**src/rtl/any1_tlb_walker_pkg.sv**
```systemverilog
// any1_pkg: shared types and constants for the any1 TLB page-table walker.
package any1_pkg;

  // Walker states, kept as plain encoded constants for the legacy netlist.
  typedef logic [2:0] walk_state_t;
  localparam walk_state_t ST_IDLE    = 3'd0;
  localparam walk_state_t ST_L1_REQ  = 3'd1;
  localparam walk_state_t ST_L1_WAIT = 3'd2;
  localparam walk_state_t ST_L2_REQ  = 3'd3;
  localparam walk_state_t ST_L2_WAIT = 3'd4;
  localparam walk_state_t ST_WRITE   = 3'd5;
  localparam walk_state_t ST_DONE    = 3'd6;
  localparam walk_state_t ST_FAULT   = 3'd7;

  // PTE bit positions (low 32-bit word of a 64-bit PTE).
  localparam int unsigned PTE_V       = 0;
  localparam int unsigned PTE_R       = 1;
  localparam int unsigned PTE_W       = 2;
  localparam int unsigned PTE_X       = 3;
  localparam int unsigned PTE_U       = 4;
  localparam int unsigned PTE_G       = 5;
  localparam int unsigned PTE_A       = 6;
  localparam int unsigned PTE_D       = 7;
  localparam int unsigned PTE_RSW_LSB = 8;
  localparam int unsigned PTE_RSW_MSB = 13;
  localparam int unsigned PTE_PPN_LSB = 14;
  localparam int unsigned PTE_PPN_MSB = 31;

  // Fault causes.
  localparam logic [1:0] FC_NONE = 2'd0;
  localparam logic [1:0] FC_ROOT = 2'd1;
  localparam logic [1:0] FC_LEAF = 2'd2;
  localparam logic [1:0] FC_BUS  = 2'd3;

  // TLB entry as consumed by any1_TLB tlbdat_i.
  typedef struct packed {
    logic        v;
    logic        g;
    logic        d;
    logic        a;
    logic        u;
    logic        x;
    logic        w;
    logic        r;
    logic [7:0]  asid;
    logic [7:0]  vpn;
    logic [5:0]  rsw;
    logic [15:0] rsvd;
    logic [17:0] ppn;
  } tlbe_t;

  // Reformat a leaf PTE into a TLB entry tagged with vpn and asid.
  function automatic tlbe_t pte_to_tlbe(input logic [31:0] pte,
                                        input logic [7:0]  vpn,
                                        input logic [7:0]  asid);
    tlbe_t e;
    e.v    = pte[PTE_V];
    e.g    = pte[PTE_G];
    e.d    = pte[PTE_D];
    e.a    = pte[PTE_A];
    e.u    = pte[PTE_U];
    e.x    = pte[PTE_X];
    e.w    = pte[PTE_W];
    e.r    = pte[PTE_R];
    e.asid = asid;
    e.vpn  = vpn;
    e.rsw  = pte[PTE_RSW_MSB:PTE_RSW_LSB];
    e.rsvd = '0;
    e.ppn  = pte[PTE_PPN_MSB:PTE_PPN_LSB];
    return e;
  endfunction

endpackage

```
**src/rtl/any1_tlb_walker.sv**
```systemverilog
// any1_tlb_walker: two-level hardware page-table walker and TLB write-port arbiter.
module any1_tlb_walker
  import any1_pkg::*;
#(
  parameter int unsigned AWID    = 32,
  parameter int unsigned TIMEOUT = 255
) (
  input  logic            clk_i,
  input  logic            rst_i,
  input  logic            miss_i,
  input  logic [AWID-1:0] miss_adr_i,
  input  logic [7:0]      asid_i,
  input  logic [AWID-1:0] ptbr_i,
  input  logic            sw_wr_i,
  input  logic [15:0]     sw_adr_i,
  input  logic [63:0]     sw_dat_i,
  output logic            sw_busy_o,
  output logic            cyc_o,
  output logic            stb_o,
  output logic [AWID-1:0] adr_o,
  input  logic            ack_i,
  input  logic            err_i,
  input  logic [63:0]     dat_i,
  output logic            wrtlb_o,
  output logic [15:0]     tlbadr_o,
  output logic [63:0]     tlbdat_o,
  output logic            busy_o,
  output logic            done_o,
  output logic            fault_o,
  output logic [1:0]      fault_cause_o
);

  localparam int unsigned CW = (TIMEOUT > 0) ? $clog2(TIMEOUT + 1) : 1;
  localparam logic [CW-1:0] TO_MAX = CW'(TIMEOUT);

  walk_state_t      state;
  logic [AWID-1:14] va_q;
  logic [7:0]       asid_q;
  logic [AWID-1:11] root_q;
  logic [31:0]      pte_q;
  logic [CW-1:0]    cnt_q;
  logic             cyc_q;
  logic [AWID-1:0]  adr_q;
  logic [1:0]       cause_q;
  tlbe_t            tlbe;
  logic             unused_bits;

  // Walk sequencer; bus strobes are registered so cyc_o drops for one cycle between reads.
  always_ff @(posedge clk_i or posedge rst_i) begin
    if (rst_i) begin
      state   <= ST_IDLE;
      va_q    <= '0;
      asid_q  <= '0;
      root_q  <= '0;
      pte_q   <= '0;
      cnt_q   <= '0;
      cyc_q   <= 1'b0;
      adr_q   <= '0;
      cause_q <= FC_NONE;
    end else begin
      case (state)
        ST_IDLE: begin
          if (miss_i) begin
            va_q    <= miss_adr_i[AWID-1:14];
            asid_q  <= asid_i;
            cause_q <= FC_NONE;
            state   <= ST_L1_REQ;
          end
        end
        ST_L1_REQ: begin
          cyc_q <= 1'b1;
          adr_q <= ptbr_i + {{(AWID-11){1'b0}}, va_q[31:24], 3'b000};
          cnt_q <= '0;
          state <= ST_L1_WAIT;
        end
        ST_L1_WAIT: begin
          if (err_i) begin
            cyc_q   <= 1'b0;
            cause_q <= FC_BUS;
            state   <= ST_FAULT;
          end else if (ack_i) begin
            cyc_q <= 1'b0;
            if (!dat_i[PTE_V]) begin
              cause_q <= FC_ROOT;
              state   <= ST_FAULT;
            end else begin
              root_q <= dat_i[AWID-1:11];
              state  <= ST_L2_REQ;
            end
          end else if (cnt_q == TO_MAX) begin
            cyc_q   <= 1'b0;
            cause_q <= FC_BUS;
            state   <= ST_FAULT;
          end else begin
            cnt_q <= cnt_q + 1'b1;
          end
        end
        ST_L2_REQ: begin
          cyc_q <= 1'b1;
          adr_q <= {root_q, 11'b0} + {{(AWID-13){1'b0}}, va_q[23:14], 3'b000};
          cnt_q <= '0;
          state <= ST_L2_WAIT;
        end
        ST_L2_WAIT: begin
          if (err_i) begin
            cyc_q   <= 1'b0;
            cause_q <= FC_BUS;
            state   <= ST_FAULT;
          end else if (ack_i) begin
            cyc_q <= 1'b0;
            if (!dat_i[PTE_V]) begin
              cause_q <= FC_LEAF;
              state   <= ST_FAULT;
            end else begin
              pte_q <= dat_i[31:0];
              state <= ST_WRITE;
            end
          end else if (cnt_q == TO_MAX) begin
            cyc_q   <= 1'b0;
            cause_q <= FC_BUS;
            state   <= ST_FAULT;
          end else begin
            cnt_q <= cnt_q + 1'b1;
          end
        end
        ST_WRITE: state <= ST_DONE;
        ST_DONE:  state <= ST_IDLE;
        ST_FAULT: state <= ST_IDLE;
        default:  state <= ST_IDLE;
      endcase
    end
  end

  assign tlbe          = pte_to_tlbe(pte_q, va_q[31:24], asid_q);
  assign cyc_o         = cyc_q;
  assign stb_o         = cyc_q;
  assign adr_o         = adr_q;
  assign busy_o        = (state != ST_IDLE);
  assign done_o        = (state == ST_DONE);
  assign fault_o       = (state == ST_FAULT);
  assign fault_cause_o = cause_q;
  assign unused_bits   = ^{dat_i[63:32], miss_adr_i[13:0]};

  // TLB port arbitration: walker owns the port only in WRITE, software passes through otherwise.
  always_comb begin
    sw_busy_o = 1'b0;
    wrtlb_o   = sw_wr_i;
    tlbadr_o  = sw_adr_i;
    tlbdat_o  = sw_dat_i;
    if (state == ST_WRITE) begin
      wrtlb_o   = 1'b1;
      tlbadr_o  = {1'b1, 5'b0, va_q[23:14]};
      tlbdat_o  = tlbe;
      sw_busy_o = sw_wr_i;
    end
  end

endmodule
```
**config.mk**
```make
export PLATFORM = sky130hd
export DESIGN_NAME = any1_tlb_walker
export DESIGN_NICKNAME = d
export VERILOG_FILES = /design/src/rtl/any1_tlb_walker_pkg.sv /design/src/rtl/any1_tlb_walker.sv
export SDC_FILE = /design/constraint.sdc
export NUM_CORES = 1
export LEC_CHECK = 0
export CAP_MARGIN = 20
export CORE_MARGIN = 4
export CORE_UTILIZATION = 41
export DETAILED_ROUTE_END_ITERATION = 10
export GPL_TIMING_DRIVEN = 0
export PLACE_DENSITY = 0.86
export SLEW_MARGIN = 30
export SYNTH_ARGS = -nofsm -noshare
export SYNTH_HDL_FRONTEND = slang
export SYNTH_SLANG_ARGS = --single-unit
```
**constraint.sdc**
```tcl
create_clock -name clk_i -period 5.27 [get_ports clk_i]
set_clock_uncertainty 0.15 [all_clocks]
set_input_delay 1.054 -clock clk_i [delete_from_list [all_inputs] [get_ports clk_i]]
set_output_delay 1.054 -clock clk_i [all_outputs]
set_load 0.03 [all_outputs]
```
## After elaboration in Yosys (flattened, before gate mapping)

Index checks and enable logic that the tools add are counted.

| word-level totals | value |
|---|---|
| flip-flop bits (word level) | 125 |
| bits of input ports | 222 |
| output and inout bits | 121 |
| word-level logic and storage cells | 73 |

| cells by class | value |
|---|---|
| add/subtract/negate cells | 3 |
| eq/ne operators | 15 |
| multiplexer cells | 31 |
| bitwise logic cells | 1 |
| reduce and logical (&&, ||, !) cells | 14 |

Operators by type and width:

| kind | count |
|---|---|
| $mux W64 | 1 |
| $pmux W32 S2 | 1 |
| $add A32 B11 Y32 | 1 |
| $add A32 B13 Y32 | 1 |
| $mux W8 | 3 |
| $mux W3 | 7 |
| $pmux W3 S7 | 1 |
| $mux W2 | 9 |
| $mux W16 | 1 |
| $pmux W8 S2 | 1 |
| $reduce_and A4 Y1 | 4 |
| $eq A3 B3 Y1 const B | 4 |
| $add A8 B1 Y8 const B | 1 |
| $eq A8 B8 Y1 const B | 1 |
| $ne A2 B2 Y1 const B | 4 |
| $ne A4 B4 Y1 const B | 2 |
| $eq A3 B2 Y1 const B | 2 |
| $pmux W2 S3 | 1 |
| $reduce_bool A3 Y1 | 2 |
| $reduce_or A2 Y1 | 3 |
| $mux W1 | 5 |
| $ne A4 B1 Y1 const B | 1 |
| $reduce_and A2 Y1 | 2 |
| $reduce_bool A2 Y1 | 2 |
| 4 further kinds | 4 |

## Logic depth before layout (Yosys ltp)

Gate-level depths: netlist of the first run.

| depth | value |
|---|---|
| depth after elaboration | 5 |
| depth in mapped cells | 9 |
| depth with buffers taken out | 9 |

## Worst setup path after synthesis of the first run

No wires, ideal clock.

| timing path | value |
|---|---|
| path type | reg2out |
| from | register state[0] |
| to | output tlbdat_o[41] |
| arrival | 1886 ps |
| data required time | 4066 ps |
| setup slack | 2180 ps |
| stages on the path, launching flop included | 6 |
| buffers on the path | 3 |
| cells stage by stage | dfrtp_1 buf_2 clkbuf_1 nand2_1 clkbuf_1 o21ai_0 |

| on the way | value |
|---|---|
| longest elaborated chain between the ends | 2 |

Ends and longest elaborated chain:

| element | RTL line | RTL |
|---|---|---|
| start, declared | any1_tlb_walker.sv:36 | `walk_state_t state;` |
| start signal, assigned | any1_tlb_walker.sv:51 | `state <= ST_IDLE;` |
| start signal, assigned | any1_tlb_walker.sv:67 | `state <= ST_L1_REQ;` |
| start signal, assigned | any1_tlb_walker.sv:74 | `state <= ST_L1_WAIT;` |
| $eq A3 B3 Y1 | any1_tlb_walker.sv:150 | `if (state == ST_WRITE) begin` |
| $mux W64 | any1_tlb_walker.sv:150 |  |
| end, declared | any1_tlb_walker.sv:26 | `output logic [63:0] tlbdat_o,` |

Every way passes these cells.

## Worst setup path after layout of the first run

| timing path | value |
|---|---|
| from | register state[0] |
| to | output tlbadr_o[5] |

| on the way | value |
|---|---|
| longest elaborated chain between the ends | 2 |

Ends and longest elaborated chain:

| element | RTL line | RTL |
|---|---|---|
| $eq A3 B3 Y1 | any1_tlb_walker.sv:150 |  |
| $mux W16 | any1_tlb_walker.sv:150 |  |
| end, declared | any1_tlb_walker.sv:25 | `output logic [15:0] tlbadr_o,` |

Every way passes these cells.

==> results_dict.tcl, run 1 <==
set metrics [dict create \
    dpl_worst_slack_ns 1.14 \
    maxCapViolCount 0 \
    grt_pass1_wl_mm 36.4 \
    overflow 0 \
    cts_buffers 17 \
    synth.distinct_cells 53 \
    r2r-end "adr_o[31]" \
    post-route-period-util_pct 86.8 \
    route.vias.total 6257 \
    yosysSeqAreaShare_pct 44.6 \
    rsz0062_at_grt "false" \
    power_frac_seq_pct 30.4 \
    chipHeight_um 139 \
    die_w_um 139 \
    reg2reg_slack_ns 2.54 \
    cts_resized 0 \
    fp.coreArea_sq_um 16700 \
    htreeDepth 4 \
    cts_tree "built" \
    power.density_nw_per_um2 528 \
    ir_worst_vdd_mv 0.335 \
    yosysTopAreaCellShare_pct 44.6 \
    synthTopCellsByArea "dfrtp_1, mux2_2, xnor2_1, xor2_1, and2_1" \
    dr.pass1.iters 5 \
    timing_worst_setup_path_type "flip-flop to output pin" \
    viasPerCell 5.32 \
    syn_nets 863 \
    ys_ff_latch 125 \
    first_global_vias 6584 \
    period_needed_ns 4.58 \
    max_freq_mhz 219 \
    syn_inst 628 \
    place_hpwl_mm 18.8 \
    p_switching_uw 2290 \
    min_path_cells 1 \
    gp_congestion 0.893 \
    holdCritStartpoint "pte_q[0]" \
    cts_root_buffer "clkbuf_16" \
    post_cts_buffers 0 \
    finalMaxSlewViolations 0 \
    drc 0 \
    nNetsFinal 1179 \
    p_comb_share_pct 49.2 \
    syn_area_per_cell_sq_um 11.2 \
    dieArea_sq_um 19300 \
    wire_per_inst_um 20.0 \
    synth_ff_type "dfrtp_1" \
    finalInstanceArea_sq_um 10900 \
    cellLeakagePower_uw 0.00446 \
    p_int_uw 3450 \
    setup_tns_ns 0 \
    start_util_pct 42.0 \
    arrival_ns 3.37 \
    antenna_left 0 \
    cts_buffer_depth 2 \
    power_frac_clock_pct 20.4 \
    slew_headroom_pct 38.3 \
    path_max_fanout 10 \
    antenna_found_initial 0 \
    mostFrequentLayoutCell "clkdlybuf4s50_1" \
    cts.sinks 125 \
    hp-class "flip-flop to flip-flop" \
    power.total_uw 5740 \
    antennaDiodeCount 0 \
    rr_worst_depth 9 \
    place_inst 1145 \
    status "complete, no violations" \
    drtIter0Drc 365 \
    grt_start_max_net_pins 78 \
    syn2layout_area_growth_pct 55.1 \
    ioPinCount 343 \
    cp.required_ns 4.07 \
    tightest_slew_ns 0.920 \
    netlist_area_sq_um 7010 \
    finalNonFillerCells 1177 \
    final_cell_mix "clkdlybuf4s50_1, mux2_2, dfrtp_1, nand2_1, nor2_1" \
    yosysWarnings 0 \
    synth_area_leader_cell "dfrtp_1" \
    switching_share_pct 39.9 \
    ctsHoldBuffers 0 \
    insertion_delay_ns 0.43 \
    endpoint_kind "output pin" \
    cts.clk_slew.worst_paths_ns 0.06 \
    start_kind "flip-flop" \
    synth_edf_count 0 \
    setup_violations 0 \
    wirelength_mm 23.6 \
    post_dp_cell_area_sq_um 10300 \
    core.rowCount 47 \
    reg2reg_from "va_q[24]" \
    grt.total_usage_pct 24.3 \
    port_buffers 296 \
    setup_slack_ns 0.695 \
    hold_violations 0 \
    async_reset_ff_share_pct 100 \
    drive_gt1_share_pct 20.2 \
    min_to "pte_q[0]" \
]
-- power by group through the flow --
stage	Clock, uW	Sequential (uW)	Combinational, uW
floorplan	0	1900	1550
global placement	0	1740	2770
detailed placement	0	1760	2830
CTS	1190	1750	2850
global route	1230	1800	3030
finish	1170	1740	2820
-- cell families (layout without fill, tap and decap cells) --
logic type      Yosys count  in the layout  synth area share (%)
buf+inv                  39            368                  2.43
simple gates            164            164                  12.9
xor+xnor                 48             48                  5.99
compound gates          102            102                  9.63
fa+ha+maj                13             13                  2.53
flops                   125            125                  44.6
mux                     137            137                  21.9
-- cell usage after synthesis (2+ instances only) --
cell        n
mux2i_1     4
fa_1        2
o21a_1      3
buf_2      13
nand3_1    13
o21ai_1     3
nor3_1      9
clkbuf_1   13
dfrtp_1   125
and2_1     26
mux2_2    133
and3_1      6
buf_4       2
and4_1      3
a22o_1      3
nand2b_1   10
o211ai_1    5
xnor2_1    29
nor2_1     33
xor2_1     19
nor3_2      3
a21oi_1    21
o211a_1     2
nor2b_1     5
o21ai_0    29
a22oi_1    18
nand2_1    34
o211ai_2    2
ha_1       11
o22ai_1     5
inv_1      11
nand4_1    12
-- worst max-delay path, cell delays in order (launching register included) --
cell and delay [ns]:
dfrtp_1 0.32, buf_2 0.19, clkbuf_1 0.39, nand2_1 0.58, clkbuf_1 0.41, mux2_2 0.29
clkdlybuf4s50_1 0.75
-- stage by stage --
stage	utilization [%]	hold WS, ns
CTS	65.1	0.324
global route	65.1	0.358
detailed placement	61.6	0.308
global placement	61.4	0.302
finish	65.1	0.327
floorplan	-	0.280
-- state kept, by name, indices dropped and copies added (netlist names) --
name,cells
va_q,18
asid_q,8
fault_cause_o,2
pte_q,32
state,3
cyc_o,1
cnt_q,8
adr_o,32
root_q,21
-- per-layer routing --
layer	GRT usage (%)	wire [um]	vias up
met5	0	0	-
met4	9.32	665	0
met3	9.38	2360	41
met2	42.9	12200	283
met1	26.4	8360	3031
li1	-	-	2902
-- worst max path at each step --
stage,startpoint,end,cells after the start
2_1_floorplan,rst_i,adr_o[0],1
3_3_place_gp,rst_i,cnt_q[0],2
3_5_place_dp,state[0],tlbadr_o[5],6
4_1_cts,state[0],tlbadr_o[5],6
5_1_grt,state[0],tlbadr_o[5],6
6_report,state[0],tlbadr_o[5],6
-- layout make-up --
class | count | area (sq um)
fill | 1328 | 5830
sequential | 125 | 3130
clock buffer | 22 | 474
inverter | 11 | 48.8
multi-input combinational | 464 | 3710
buffer | 28 | 129
timing repair buffer | 297 | 2990
tap | 220 | 275
clock inverter | 10 | 114
Power figures use the tool's default switching activity.
==> run 2: changes to the inputs <==
SLEW_MARGIN = unset   (was 30)
==> run 2 against run 1 <==
Against the previous run:
- largest cell class unchanged
- sequential cell count is the same
- global-route usage shrank 0.067 points
- non-clock buffer count is the same
- wire length shrank 0.27%
- core utilization increased by 0.40 points
- via count grew 0.35%
- combinational power barely moved
- total power increased by 2.5%
- hold slack got worse by 0.0086 ns
- setup slack worse by 0.096 ns
==> results_dict.tcl, run 2 (same netlist as run 1, synthesis figures left out) <==
set metrics [dict create \
    port_buffers 296 \
    core.rowCount 47 \
    cellLeakagePower_uw 0.00449 \
    gp_congestion 0.893 \
    hp-class "flip-flop to flip-flop" \
    timing_worst_setup_path_type "flip-flop to output pin" \
    rsz0062_at_grt "false" \
    mostFrequentLayoutCell "clkdlybuf4s50_1" \
    switching_share_pct 39.3 \
    first_global_vias 6648 \
    ctsHoldBuffers 0 \
    dieArea_sq_um 19300 \
    overflow 0 \
    reg2reg_from "va_q[24]" \
    hold_violations 0 \
    setup_violations 0 \
    status "complete, no violations" \
    cts_resized 0 \
    p_switching_uw 2310 \
    tightest_slew_ns 0.856 \
    setup_tns_ns 0 \
    ioPinCount 343 \
    power.total_uw 5880 \
    grt_pass1_wl_mm 36.4 \
    power_frac_seq_pct 29.7 \
    power.density_nw_per_um2 538 \
    chipHeight_um 139 \
    place_inst 1145 \
    endpoint_kind "output pin" \
    nNetsFinal 1179 \
    wirelength_mm 23.5 \
    min_path_cells 1 \
    route.vias.total 6279 \
    path_cells "buf_2, nor2b_1, nand2_1, clkbuf_1, mux2_2, clkdlybuf4s50_1" \
    cp_num_buf_inv 3 \
    finalInstanceArea_sq_um 10900 \
    critical_path.startpoint "state[2]" \
    antennaDiodeCount 0 \
    max_freq_mhz 214 \
    ir_worst_vdd_mv 0.380 \
    wire_per_inst_um 20.0 \
    finalMaxSlewViolations 0 \
    drtIter0Drc 301 \
    cts_buffer_depth 2 \
    min_to "pte_q[0]" \
    start_util_pct 42.0 \
    rr_worst_depth 9 \
    cts_root_buffer "clkbuf_16" \
    crit_slowest_cell "clkdlybuf4s50_1" \
    path_max_fanout 10 \
    post_dp_cell_area_sq_um 10300 \
    p_int_uw 3570 \
    cts.sinks 125 \
    cts.clk_slew.worst_paths_ns 0.06 \
    fp.coreArea_sq_um 16700 \
    holdWs_ns 0.318 \
    holdCritStartpoint "pte_q[0]" \
    viasPerCell 5.33 \
    cp_top_family "buffers and inverters" \
    period_needed_ns 4.67 \
    die_w_um 139 \
    drive_gt1_share_pct 20.3 \
    cts_tree "built" \
    insertion_delay_ns 0.42 \
    place_hpwl_mm 18.7 \
    power_frac_clock_pct 22.2 \
    final_cell_mix "clkdlybuf4s50_1, mux2_2, dfrtp_1, nand2_1, nor2_1" \
    slew_headroom_pct 42.6 \
    antenna_left 0 \
    cts_buffers 17 \
    finalNonFillerCells 1177 \
    arrival_ns 3.47 \
    p_comb_share_pct 48.1 \
    grt.total_usage_pct 24.3 \
    drc 0 \
    htreeDepth 4 \
    syn2layout_area_growth_pct 56.0 \
    antenna_found_initial 0 \
    cp.required_ns 4.07 \
    maxCapViolCount 0 \
    post-route-period-util_pct 88.6 \
    post_cts_buffers 0 \
    dr.pass1.iters 5 \
    crit_path_max_incr_delay_ns 0.76 \
    start_kind "flip-flop" \
    reg2reg_slack_ns 2.49 \
    r2r-end "adr_o[31]" \
    grt_start_max_net_pins 78 \
]
## run 2: per-stage QoR
stage | utilization, % | setup slack (ns)
finish | 65.5 | 0.599
global route | 65.5 | 0.489
CTS | 65.5 | 0.657
detailed placement | 61.6 | 1.09
global placement | 61.4 | -1.24
floorplan | - | 0.738
## run 2: worst max-delay path by stage
stage | endpoint | cells past startpoint | slack, ns
after floorplan | adr_o[0] | 1 | 0.74
after global placement | cnt_q[0] | 2 | -1.24
after detailed placement | tlbadr_o[5] | 6 | 1.09
after CTS | tlbadr_o[5] | 6 | 0.66
after global routing | tlbadr_o[5] | 6 | 0.49
final | tlbadr_o[5] | 6 | 0.60
## run 2: layout make-up
cell class / count / area, sq um
Sequential cell: 125 / 3130
Timing Repair Buffer: 297 / 2990
Multi-Input combinational cell: 464 / 3710
Inverter: 11 / 46.3
Buffer: 28 / 129
Clock buffer: 19 / 443
Clock inverter: 13 / 214
Tap cell: 220 / 275
Fill cell: 1314 / 5760
## run 2: power by group through the flow
| stage | logic [uW] | clock network (uW) | registers, uW |
|---|---|---|---|
| 6_report | 2830 | 1310 | 1750 |
| 5_1_grt | 3040 | 1380 | 1810 |
| 4_1_cts | 2850 | 1330 | 1750 |
| 3_5_place_dp | 2830 | 0 | 1760 |
| 3_3_place_gp | 2770 | 0 | 1740 |
| 2_1_floorplan | 1550 | 0 | 1900 |
## run 2: layer usage
layer / track usage [%] / vias to the layer above / part of all wire [%]
li1: - / 2900 / -
met1: 26.4 / 3043 / 36
met2: 42.5 / 296 / 51
met3: 9.72 / 40 / 11
met4: 9.22 / 0 / 2.9
met5: 0 / - / 0
